### src/rtl/muldiv_seq_32.sv
// muldiv_seq_32: multi-cycle unsigned multu/divu sequencer sharing one ripple adder
module fa_32 (
    input  logic [31:0] a,
    input  logic [31:0] b,
    input  logic        cin,
    output logic [31:0] sum,
    output logic        cout
);
    logic [32:0] c;
    assign c[0] = cin;
    for (genvar i = 0; i < 32; i++) begin : g_bit
        assign sum[i]   = a[i] ^ b[i] ^ c[i];
        assign c[i + 1] = (a[i] & b[i]) | (c[i] & (a[i] ^ b[i]));
    end
    assign cout = c[32];
endmodule

module muldiv_seq_32 (
    input  logic        clk,
    input  logic        rst_n,
    input  logic        start,
    input  logic        op,
    input  logic [31:0] a,
    input  logic [31:0] b,
    output logic        busy,
    output logic        done,
    output logic [31:0] hi,
    output logic [31:0] lo
);
    typedef enum logic [1:0] {IDLE, RUN, DONE} state_t;

    state_t      state, state_nxt;
    logic        op_r;
    logic [5:0]  cnt;
    logic [32:0] acc;
    logic [31:0] q;
    logic [31:0] m;
    logic [32:0] r_sh;
    logic [32:0] mul_sum;
    logic [31:0] add_a, add_b, add_s;
    logic        add_ci, add_co, take;
    logic [32:0] acc_nxt;
    logic [31:0] q_nxt;

    fa_32 u_add (.a(add_a), .b(add_b), .cin(add_ci), .sum(add_s), .cout(add_co));

    assign busy = state != IDLE;
    assign done = state == DONE;

    // One iteration: shift-add for multu, shift-then-trial-subtract for divu
    always_comb begin
        r_sh    = {acc[31:0], q[31]};
        add_a   = op_r ? r_sh[31:0] : acc[31:0];
        add_b   = op_r ? ~m : m;
        add_ci  = op_r;
        take    = r_sh[32] | add_co;
        mul_sum = q[0] ? {add_co, add_s} : {1'b0, acc[31:0]};
        acc_nxt = op_r ? (take ? {1'b0, add_s} : r_sh) : {1'b0, mul_sum[32:1]};
        q_nxt   = op_r ? {q[30:0], take} : {mul_sum[0], q[31:1]};
    end

    // State register
    always_ff @(posedge clk or negedge rst_n) begin
        if (!rst_n) state <= IDLE;
        else        state <= state_nxt;
    end

    // Next-state logic: fixed 32 iterations then a single DONE cycle
    always_comb begin
        state_nxt = state;
        case (state)
            IDLE:    state_nxt = start ? RUN : IDLE;
            RUN:     state_nxt = (cnt == 6'd31) ? DONE : RUN;
            default: state_nxt = IDLE;
        endcase
    end

    // Working registers load on accept, iterate in RUN; outputs update on the last iteration
    always_ff @(posedge clk or negedge rst_n) begin
        if (!rst_n) begin
            op_r <= 1'b0;
            cnt  <= 6'd0;
            acc  <= 33'd0;
            q    <= 32'd0;
            m    <= 32'd0;
            hi   <= 32'd0;
            lo   <= 32'd0;
        end else if (state == IDLE && start) begin
            op_r <= op;
            cnt  <= 6'd0;
            acc  <= 33'd0;
            q    <= op ? a : b;
            m    <= op ? b : a;
        end else if (state == RUN) begin
            acc <= acc_nxt;
            q   <= q_nxt;
            cnt <= cnt + 6'd1;
            if (cnt == 6'd31) begin
                hi <= acc_nxt[31:0];
                lo <= q_nxt;
            end
        end
    end
endmodule

### config.mk
export PLATFORM = sky130hd
export DESIGN_NAME = muldiv_seq_32
export DESIGN_NICKNAME = d
export VERILOG_FILES = /design/src/rtl/muldiv_seq_32.sv
export SDC_FILE = /design/constraint.sdc
export NUM_CORES = 1
export LEC_CHECK = 0
export ABC_AREA = 1
export CAP_MARGIN = 20
export CORE_ASPECT_RATIO = 1.75
export CORE_UTILIZATION = 40
export CTS_CLUSTER_SIZE = 12
export DETAILED_ROUTE_END_ITERATION = 10
export PLACE_DENSITY_LB_ADDON = 0.25
export SLEW_MARGIN = 20
export SYNTH_ARGS = -nofsm -noshare
export SYNTH_HDL_FRONTEND = slang
export SYNTH_SLANG_ARGS = --single-unit
### constraint.sdc
create_clock -name clk -period 32.8 [get_ports clk]
set_clock_uncertainty 0.15 [all_clocks]
set_input_delay 8.2 -clock clk [delete_from_list [all_inputs] [get_ports clk]]
set_output_delay 8.2 -clock clk [all_outputs]
set_load 0.01 [all_outputs]
==> summary.txt, run 1 <==
Worst hold path
  – Worst Hold Path Cells: 2
  – Hold WC Path Type: reg2reg

Placed design
  – Post-DP HPWL: 17.5 mm
  – Placer Congestion: 0.896
  – Port buffer count: 133

Yosys
  – Top-count cell post-synth: nand2_1
  – Syn Area/Cell: 7.51 um^2
  – Yosys cell types: 30
  – FFs w/ async S/R, synth: 100%
  – Seq cells post-synth: 169
  – Post-synth top area cell: dfrtp_1
  – Most instantiated cells after synthesis: 582 x nand2_1, 169 x dfrtp_1, 124 x o21ai_0
  – Synth Instances: 1,293
  – Post-synth top area share: 43.6%
  – Post-Syn Area: 9710 um^2
  – Syn Nets: 1,393
  – Synth Warn #: 0
  – Seq/Total Area, Yosys: 43.6%
  – Post-synth EDFFs: 0
  – Top FF cell, synth: dfrtp_1
  – Synth area leaders: dfrtp_1 44%, nand2_1 23%, fa_1 6.4%

Timing
  – Worst slew margin: 27.5%
  – Final Hold Viols: 0
  – Final Slew Violations: 0
  – Worst hold margin: 0.328 ns
  – # setup viols final: 0
  – RSZ-0062 raised after global routing: false
  – Slew @ Worst Pin: 1.09 ns
  – Setup TNS: 0 ns
  – Crit path time final: 17.28 ns
  – Period Utilization, post-route: 52.7%
  – Max Freq: 0.0579 GHz

Clocking
  – Setup Fix Bufs, Post-CTS: 0
  – Clk pin slew, worst setup/hold paths: 0.07 ns
  – # hold bufs at CTS: 0
  – Number of buffers created by CTS: 17
  – Post-cts sizing count: 0
  – Bufs on Longest Clock Path: 2
  – Clk_lat worst skew: 0.45 ns
  – CTS tree: done
  – Clock sinks: 169
  – Root Buffer: clkbuf_16
  – H-tree Lvls: 4

Drt
  – Via count: 8,516
  – Starting DRT DRC Count: 559
  – DR DRC count: 0
  – Wire per inst: 15.2 um
  – Final ANT Viol Nets: 0
  – Drt via density: 5.03
  – Drt pass-1 iters: 5
  – Final wirelength: 25.7 mm

Global route
  – First-pass GRT wire length: 42.9 mm
  – Grt ovf: 0
  – Largest net degree at the start of global routing: 95
  – Vias in the first global route: 8,509
  – Initial antenna violation count: 0
  – Total Routing Usage GR: 21.8%

Worst setup path
  – Worst setup EP type: flip-flop
  – Crit-path max cell delay: 0.64 ns
  – Crit path top cell by count: fa_1
  – Critical path class: reg2reg
  – Worst R2R Path Depth: 46
  – Critical Path Start Type: flip-flop
  – Critical Path AT: 17.45 ns
  – Slowest CP cell: dfrtp_4
  – Required @ worst endpoint: 32.98 ns
  – Critical path peak fanout: 32

Die
  – Initial Util: 40.6%
  – Core footprint: 23,900 um^2
  – Die area: 24,900 um^2
  – Die Ht: 208 um
  – Die W: 120 um
  – Top-Level Pins: 134
  – Cell Rows: 75

Finish
  – Layout Area Growth over Synthesis: 20.2%
  – Ant. Diodes: 0
  – Final Net Count: 1,471
  – Fin util: 48.7%
  – Fraction of layout cells with a size suffix above 1: 4.12%

Power and ir drop
  – PwrDens: 123 nW/um^2
  – Lkg Pwr: 5.66 nW
  – Worst VDD drop: 60.8 uV

Outcome
  – Outcome: complete, no violations

Job
  – Max Cap Viol: 0
## layout by cell type (no fill, tap or decap), types with 2 or more instances in the layout
master,count
clkbuf_16,17
inv_6,8
o21ai_0,124
a31oi_1,31
inv_2,8
xor2_1,30
nand4_1,2
nand2_1,582
nor2_1,36
o211ai_1,6
a21oi_1,44
fa_1,31
dfrtp_1,168
nand3_1,25
o221ai_1,12
inv_1,67
bufinv_16,2
buf_4,9
clkinv_2,4
clkdlybuf4s50_1,131
o21ai_1,33
## where the power goes
group	internal [mW]	switching, mW
Clock	0.116	0.0934
Sequential	0.312	0.0747
Combinational	0.335	0.503
## per-stage QoR
| step | power, mW | instances | instance area [um^2] | worst slack [ns] |
|---|---|---|---|---|
| 2_1_floorplan | 0.997 | 1293 | 9710 | 16.78 |
| 3_3_place_gp | 1.22 | 1660 | 11100 | 15.50 |
| 5_1_grt | 1.59 | 1692 | 11700 | 14.68 |
| 6_report | 1.43 | 1692 | 11700 | 15.52 |
| 4_1_cts | 1.45 | 1692 | 11700 | 15.37 |
| 3_5_place_dp | 1.24 | 1660 | 11100 | 15.47 |
## cell type report
type / count / area, um^2
fillers: 2405 / 12300
multi-input cells: 965 / 4770
inverters: 76 / 287
flip-flops and latches: 169 / 4230
clock buffers: 18 / 439
repair buffers: 142 / 1400
clock inverters: 14 / 156
well taps: 308 / 385
## path summary, 6_finish.rpt
path | to | start | slack, ns
max | hi[9] | add_ci | 15.52
min | hi[24] | hi[24] | 0.33
max reg2reg | hi[9] | add_ci | 15.52
min reg2reg | hi[24] | hi[24] | 0.33
max in group asynchronous | q[15] | rst_n | 23.71
min in group asynchronous | hi[6] | rst_n | 7.53
## kinds of logic after synthesis
group	after synthesis	synth area share (%)
simple gates	650	25.7
compound gates	252	14.1
flops	169	43.6
buf+inv	159	7.31
fa+ha+maj	32	6.52
xor+xnor	31	2.80
## metal layers
| layer | GRT usage (%) | vias up | part of all wire, % |
|---|---|---|---|
| met2 | 37.4 | 189 | 51 |
| met1 | 26.7 | 4007 | 43 |
| met3 | 2.99 | 48 | 3.2 |
| met5 | 0 | - | 0 |
| li1 | - | 4272 | - |
| met4 | 10.7 | 0 | 3.0 |
## registers in the layout, indices dropped and copies added (netlist names)
signal and count:
lo 32, acc 32, hi 32, add_ci 1, q 32, state 2, m 32, cnt 6
## worst max-delay path: cells and delay by family (launching register included)
| kind | cells | cell delay (ns) |
|---|---|---|
| fa+ha+maj | 31 | 14.05 |
| buf+inv | 5 | 1.21 |
| simple gates | 8 | 0.80 |
| flops | 1 | 0.64 |
| compound gates | 2 | 0.29 |
(Power assumes the default switching activity.)
==> run 2, diff against run 1 <==
- clock period: 32.8 -> 16.68 ns (I/O delays scaled with it)
==> run 2 against run 1 <==
Sequential cell count unchanged. Worst setup slack got worse by 15 ns. Fmax increased by 7.9%. Critical endpoint is now hi[2]. Global-route usage decreased by 0.060 points. Final cell count increased by 0.41%.
==> summary.txt, run 2 (synthesized netlist as in run 1, its figures left out) <==
Finish
  – Fin util: 49.1% (+0.35 points)
  – Fraction of layout cells with a size suffix above 1: 4.82% (+0.70 points)
  – Most common cell after layout, fill and taps aside: nand2_1
  – Layout Area Growth over Synthesis: 21.0%
  – Register area: 4230 um^2 (unchanged)
  – Design area: 11,700 um^2 (+0.72%)
  – Fillers: 2,354 (-2.1%)
  – Final Net Count: 1,478 (+0.48%)
  – Ant. Diodes: 0 (unchanged)
  – Footprint of the multi-input gates: 4780 um^2 (+0.26%)
  – Non-Filler Instances: 1,699 (+0.41%)
  – Most frequent cells in the layout: 582 x nand2_1, 168 x dfrtp_1, 131 x clkdlybuf4s50_1

Clocking
  – CTS tree: done
  – Clock sinks: 169 (unchanged)
  – H-tree Lvls: 4 (unchanged)
  – Root Buffer: clkbuf_16
  – Clk pin slew, worst setup/hold paths: 0.07 ns (about the same)
  – Bufs on Longest Clock Path: 2 (unchanged)
  – Number of buffers created by CTS: 17 (unchanged)
  – Clk_lat worst skew: 0.44 ns (about the same)

Worst setup path
  – Critical path peak fanout: 10 (-69%)
  – R2R Path Start: add_ci
  – Crit-path max cell delay: 0.52 ns (-0.12 ns)
  – Required @ worst endpoint: 16.85 ns (-16.13 ns)
  – Slowest CP cell: dfrtp_4
  – Worst R2R Path Depth: 45 (-2.2%)
  – Crit path top cell by count: fa_1
  – Reg2reg end: hi[2]
  – Critical path class: reg2reg
  – Critical Path AT: 16.19 ns (-1.26 ns)
  – Critical Path Start Type: flip-flop
  – Worst setup EP type: flip-flop
  – Worst reg2reg setup slack: 0.67 ns (-14.86 ns)

Worst hold path
  – Hold Crit Start: hi[10]
  – Worst Hold Path Cells: 2 (unchanged)
  – Hold WC Path Type: reg2reg
  – WHS Endpoint: hi[10]

Drt
  – Final wirelength: 26.0 mm (+0.98%)
  – Drt via density: 5.09 (+1.1%)
  – Via count: 8,643 (+1.5%)
  – Drt pass-1 iters: 5 (unchanged)
  – Final ANT Viol Nets: 0 (unchanged)
  – Wire per inst: 15.3 um (+0.57%)
  – DR DRC count: 0 (unchanged)
  – Starting DRT DRC Count: 478 (-14%)

Die
  – Die Ht: 208 um (unchanged)
  – Cell Rows: 75 (unchanged)
  – Top-Level Pins: 134 (unchanged)
  – Die area: 24,900 um^2 (unchanged)
  – Die W: 120 um (unchanged)
  – Initial Util: 40.6% (unchanged)
  – Core footprint: 23,900 um^2 (unchanged)

Outcome
  – Outcome: complete, no violations

Timing
  – Setup TNS: 0 ns (unchanged)
  – Worst hold margin: 0.328 ns (+0.0000910 ns)
  – Slew @ Worst Pin: 1.09 ns (+0.000171 ns)
  – # setup viols final: 0 (unchanged)
  – Setup slack after layout: 0.666 ns (-14.86 ns)
  – Final Hold Viols: 0 (unchanged)
  – Crit path time final: 16.01 ns (-1.26 ns)
  – RSZ-0062 raised after global routing: false
  – Max Freq: 0.0624 GHz (+7.9%)
  – Worst slew margin: 27.4% (-0.12 points)
  – Final Slew Violations: 0 (unchanged)
  – Period Utilization, post-route: 96.0% (+43 points)

Power and ir drop
  – Tot Pwr: 2.86 mW (+99%)
  – PwrDens: 243 nW/um^2 (+98%)
  – Worst VDD drop: 127 uV (+110%)
  – Lkg Pwr: 5.68 nW (+0.26%)

Global route
  – Vias in the first global route: 8,564 (+0.65%)
  – First-pass GRT wire length: 42.6 mm (-0.77%)
  – Total Routing Usage GR: 21.8% (-0.060 points)
  – Grt ovf: 0 (unchanged)
  – Initial antenna violation count: 0 (unchanged)
  – Largest net degree at the start of global routing: 102 (+7.4%)

Job
  – Max Cap Viol: 0 (unchanged)

Placed design
  – Port buffer count: 133 (unchanged)
  – DP Worst Slack: 0.223 ns (-15.25 ns)
  – Cell area after placement: 11,100 um^2 (+0.50%)
  – Post-DP HPWL: 17.5 mm (-0.10%)
  – Placer Congestion: 0.891 (-0.56%)
  – Placed cells: 1,664 (+0.24%)
==> run 2: metal layers <==
layer  up-vias  track usage (%)  share of wire [%]
met5         -                0                  0
met4         0             9.57                2.9
met3        34             3.59                3.8
met2       198             38.8                 52
met1      4126             25.4                 42
li1       4285                -                  -
==> run 2: worst max-delay path by stage <==
stage,from,endpoint,cells after the start
6_report,add_ci,hi[2],45
5_1_grt,add_ci,hi[16],45
4_1_cts,add_ci,hi[16],46
3_5_place_dp,add_ci,hi[14],46
3_3_place_gp,add_ci,hi[9],45
2_1_floorplan,add_ci,acc[12],47
==> run 2: power by group <==
| group | leakage (nW) | internal [mW] | switching (mW) |
|---|---|---|---|
| clock | 0.274 | 0.226 | 0.175 |
| sequential | 2.01 | 0.614 | 0.138 |
| combinational | 3.39 | 0.694 | 1.01 |
| total | 5.68 | 1.53 | 1.32 |
==> run 2: final cells by class <==
cell class / instances / area share, %
multi-input cells: 965 / 40.7
flip-flops and latches: 169 / 36.0
repair buffers: 149 / 12.6
clock buffers: 20 / 3.80
well taps: 308 / 3.28
inverters: 76 / 2.44
clock inverters: 12 / 1.18
==> run 2: critical path: cells and delay by family (launching register included) <==
family                     cells  cell delay [ns]
AOI/OAI and AO/OA              2             0.25
adders and majority gates     31            13.77
buffers and inverters          4             0.40
DFF                            1             0.52
and+or+nand+nor                8             0.79
==> run 2: what timing repair did <==
action                                  in CTS  in global routing
hold endpoints to repair                     0                  0
endpoints found under the setup margin       0                 66
resized for setup                            0                  6
setup buffers                                0                  3
hold buffers                                 0                  0
==> run 3, diff against run 2 <==
- RECOVER_POWER: unset -> 25
==> run 3 against run 2 <==
Largest power group unchanged. Clock power hardly changed. The run now ends with capacitance limit, slew limit left. Highest routed layer unchanged. Largest cell class unchanged. Final cell count stayed put. Sequential cell count unchanged. Power hardly changed. Critical path depth unchanged. Die area stayed put.
==> summary.txt, run 3 (synthesized netlist as in run 1, its figures left out) <==
Outcome
  – Outcome: finished, violations left
  – Failing checks: capacitance limit, slew limit

Worst setup path
  – Crit-path leading delay family: adder cells
  – Worst R2R Path Depth: 45 (unchanged)
  – Worst path depth: 45 (unchanged)
  – Slowest CP cell: dfrtp_4
  – Crit path top cell by count: fa_1
  – Critical path peak fanout: 22 (+12)
  – Critical Path Start Type: flip-flop
  – Required @ worst endpoint: 16.85 ns (about the same)
  – Critical path class: reg2reg
  – Buf/Inv on CP: 4 (unchanged)
  – Crit-path max cell delay: 0.52 ns (about the same)
  – Critical Path AT: 16.20 ns (about the same)
  – Worst setup EP type: flip-flop

Global route
  – First-pass GRT wire length: 42.6 mm (unchanged)
  – Vias in the first global route: 8,564 (unchanged)
  – Total Routing Usage GR: 21.8% (unchanged)
  – Initial antenna violation count: 0 (unchanged)
  – Grt ovf: 0 (unchanged)
  – Largest net degree at the start of global routing: 102 (unchanged)

Die
  – Die W: 120 um (unchanged)
  – Initial Util: 40.6% (unchanged)
  – Core footprint: 23,900 um^2 (unchanged)
  – Die Ht: 208 um (unchanged)
  – Cell Rows: 75 (unchanged)
  – Die area: 24,900 um^2 (unchanged)
  – Top-Level Pins: 134 (unchanged)

Drt
  – Final wirelength: 26.0 mm (+0.20%)
  – Drt via density: 5.09 (about the same)
  – DR DRC count: 0 (unchanged)
  – Wire per inst: 15.3 um (+0.20%)
  – Final ANT Viol Nets: 0 (unchanged)
  – Via count: 8,645 (+0.023%)
  – Starting DRT DRC Count: 475 (-0.63%)
  – Drt pass-1 iters: 5 (unchanged)

Timing
  – Crit path time final: 16.03 ns (+0.0152 ns)
  – # setup viols final: 0 (unchanged)
  – Setup TNS: 0 ns (unchanged)
  – Slew @ Worst Pin: 5.65 ns (+4.56 ns)
  – Setup slack after layout: 0.651 ns (-0.0152 ns)
  – RSZ-0062 raised after global routing: false
  – Final Hold Viols: 0 (unchanged)
  – Period Utilization, post-route: 96.1% (about the same)
  – Max Freq: 0.0624 GHz (about the same)
  – Final Slew Violations: 229 (+229)
  – Worst slew margin: -277% (-300 points)
  – Worst hold margin: 0.328 ns (-0.00000700 ns)

Power and ir drop
  – Combinational group share of total power: 59.6% (about the same)
  – Sw frac: 46.3% (about the same)
  – Power Internal: 1.54 mW (about the same)
  – Seq pwr share: 26.3% (about the same)
  – Lkg Pwr: 5.66 nW (-0.29%)
  – Clock network power share: 14.0% (about the same)
  – Tot Pwr: 2.86 mW (about the same)
  – P_sw: 1.32 mW (about the same)
  – PwrDens: 244 nW/um^2 (+0.21%)
  – Worst VDD drop: 127 uV (+0.13%)

Finish
  – Final Net Count: 1,478 (unchanged)
  – Non-Filler Instances: 1,699 (unchanged)
  – Fraction of layout cells with a size suffix above 1: 4.39% (-0.43 points)
  – Most frequent cells in the layout: 583 x nand2_1, 168 x dfrtp_1, 131 x o21ai_0, 131 x clkdlybuf4s50_1, 67 x inv_1
  – Most common cell after layout, fill and taps aside: nand2_1
  – Layout Area Growth over Synthesis: 20.8%
  – Ant. Diodes: 0 (unchanged)
  – Fin util: 49.0% (-0.089 points)
  – Design area: 11,700 um^2 (-0.18%)

Placed design
  – DP Worst Slack: 0.223 ns (unchanged)
  – Port buffer count: 133 (unchanged)
  – Placed cells: 1,664 (unchanged)
  – Placer Congestion: 0.891 (unchanged)
  – Cell area after placement: 11,100 um^2 (unchanged)
  – Post-DP HPWL: 17.5 mm (unchanged)

Worst hold path
  – Worst Hold Path Cells: 2 (unchanged)
  – Hold WC Path Type: reg2reg

Clocking
  – Number of buffers created by CTS: 17 (unchanged)
  – Root Buffer: clkbuf_16
  – # hold bufs at CTS: 0 (unchanged)
  – Bufs on Longest Clock Path: 2 (unchanged)
  – Clock sinks: 169 (unchanged)
  – CTS tree: done
  – Clk_lat worst skew: 0.44 ns (about the same)
  – Clk pin slew, worst setup/hold paths: 0.07 ns (about the same)
  – H-tree Lvls: 4 (unchanged)

Job
  – Max Cap Viol: 3 (+3)
## run 3: cell count changes in the layout (fill, tap and decap cells not counted), sizes merged
cell	before	now
buf	18	14
clkbuf	20	24
inv	79	78
clkinv	3	4
## run 3: routing by layer
metal	vias to the layer above	global-route usage, %	routed length [um]	part of all wire, %
met5	-	0	0	0
met1	4137	25.4	10800	42
li1	4285	-	-	-
met3	33	3.59	969	3.7
met4	0	9.57	717	2.8
met2	190	38.8	13500	52
## run 3: worst paths after layout
| kind | start | to | slack [ns] |
|---|---|---|---|
| worst max-delay path | add_ci | acc[16] | 0.65 |
| worst min-delay path | hi[10] | hi[10] | 0.33 |
| worst max register to register | add_ci | acc[16] | 0.65 |
| worst min register to register | hi[10] | hi[10] | 0.33 |
| max in group asynchronous | rst_n | add_ci | 6.74 |
| min in group asynchronous | rst_n | hi[4] | 5.65 |
## run 3: worst min-delay path: stages (launching register included)
cell and delay, ns:
dfrtp_1 0.34, nand2_1 0.05, nand2_1 0.05
## run 3: power by group through the flow
stage	clock, mW	combinational (mW)	sequential, mW
4_1_cts	0.409	1.70	0.756
3_5_place_dp	0	1.70	0.759
2_1_floorplan	0	1.22	0.743
3_3_place_gp	0	1.66	0.758
5_1_grt	0.428	1.96	0.776
6_report	0.401	1.70	0.752
## run 3: area by class of cell
type	instances	area, um^2
inverter	76	287
sequential	169	4230
timing repair buffer	149	1460
clock buffer	20	447
clock inverter	12	139
tap	308	385
fill	2360	12200
multi-input combinational	965	4780
## run 3: repair_timing
action / in CTS / in global routing
buffers inserted: 0 / 3
resized for setup: 0 / 6
endpoints found under the setup margin: 0 / 66
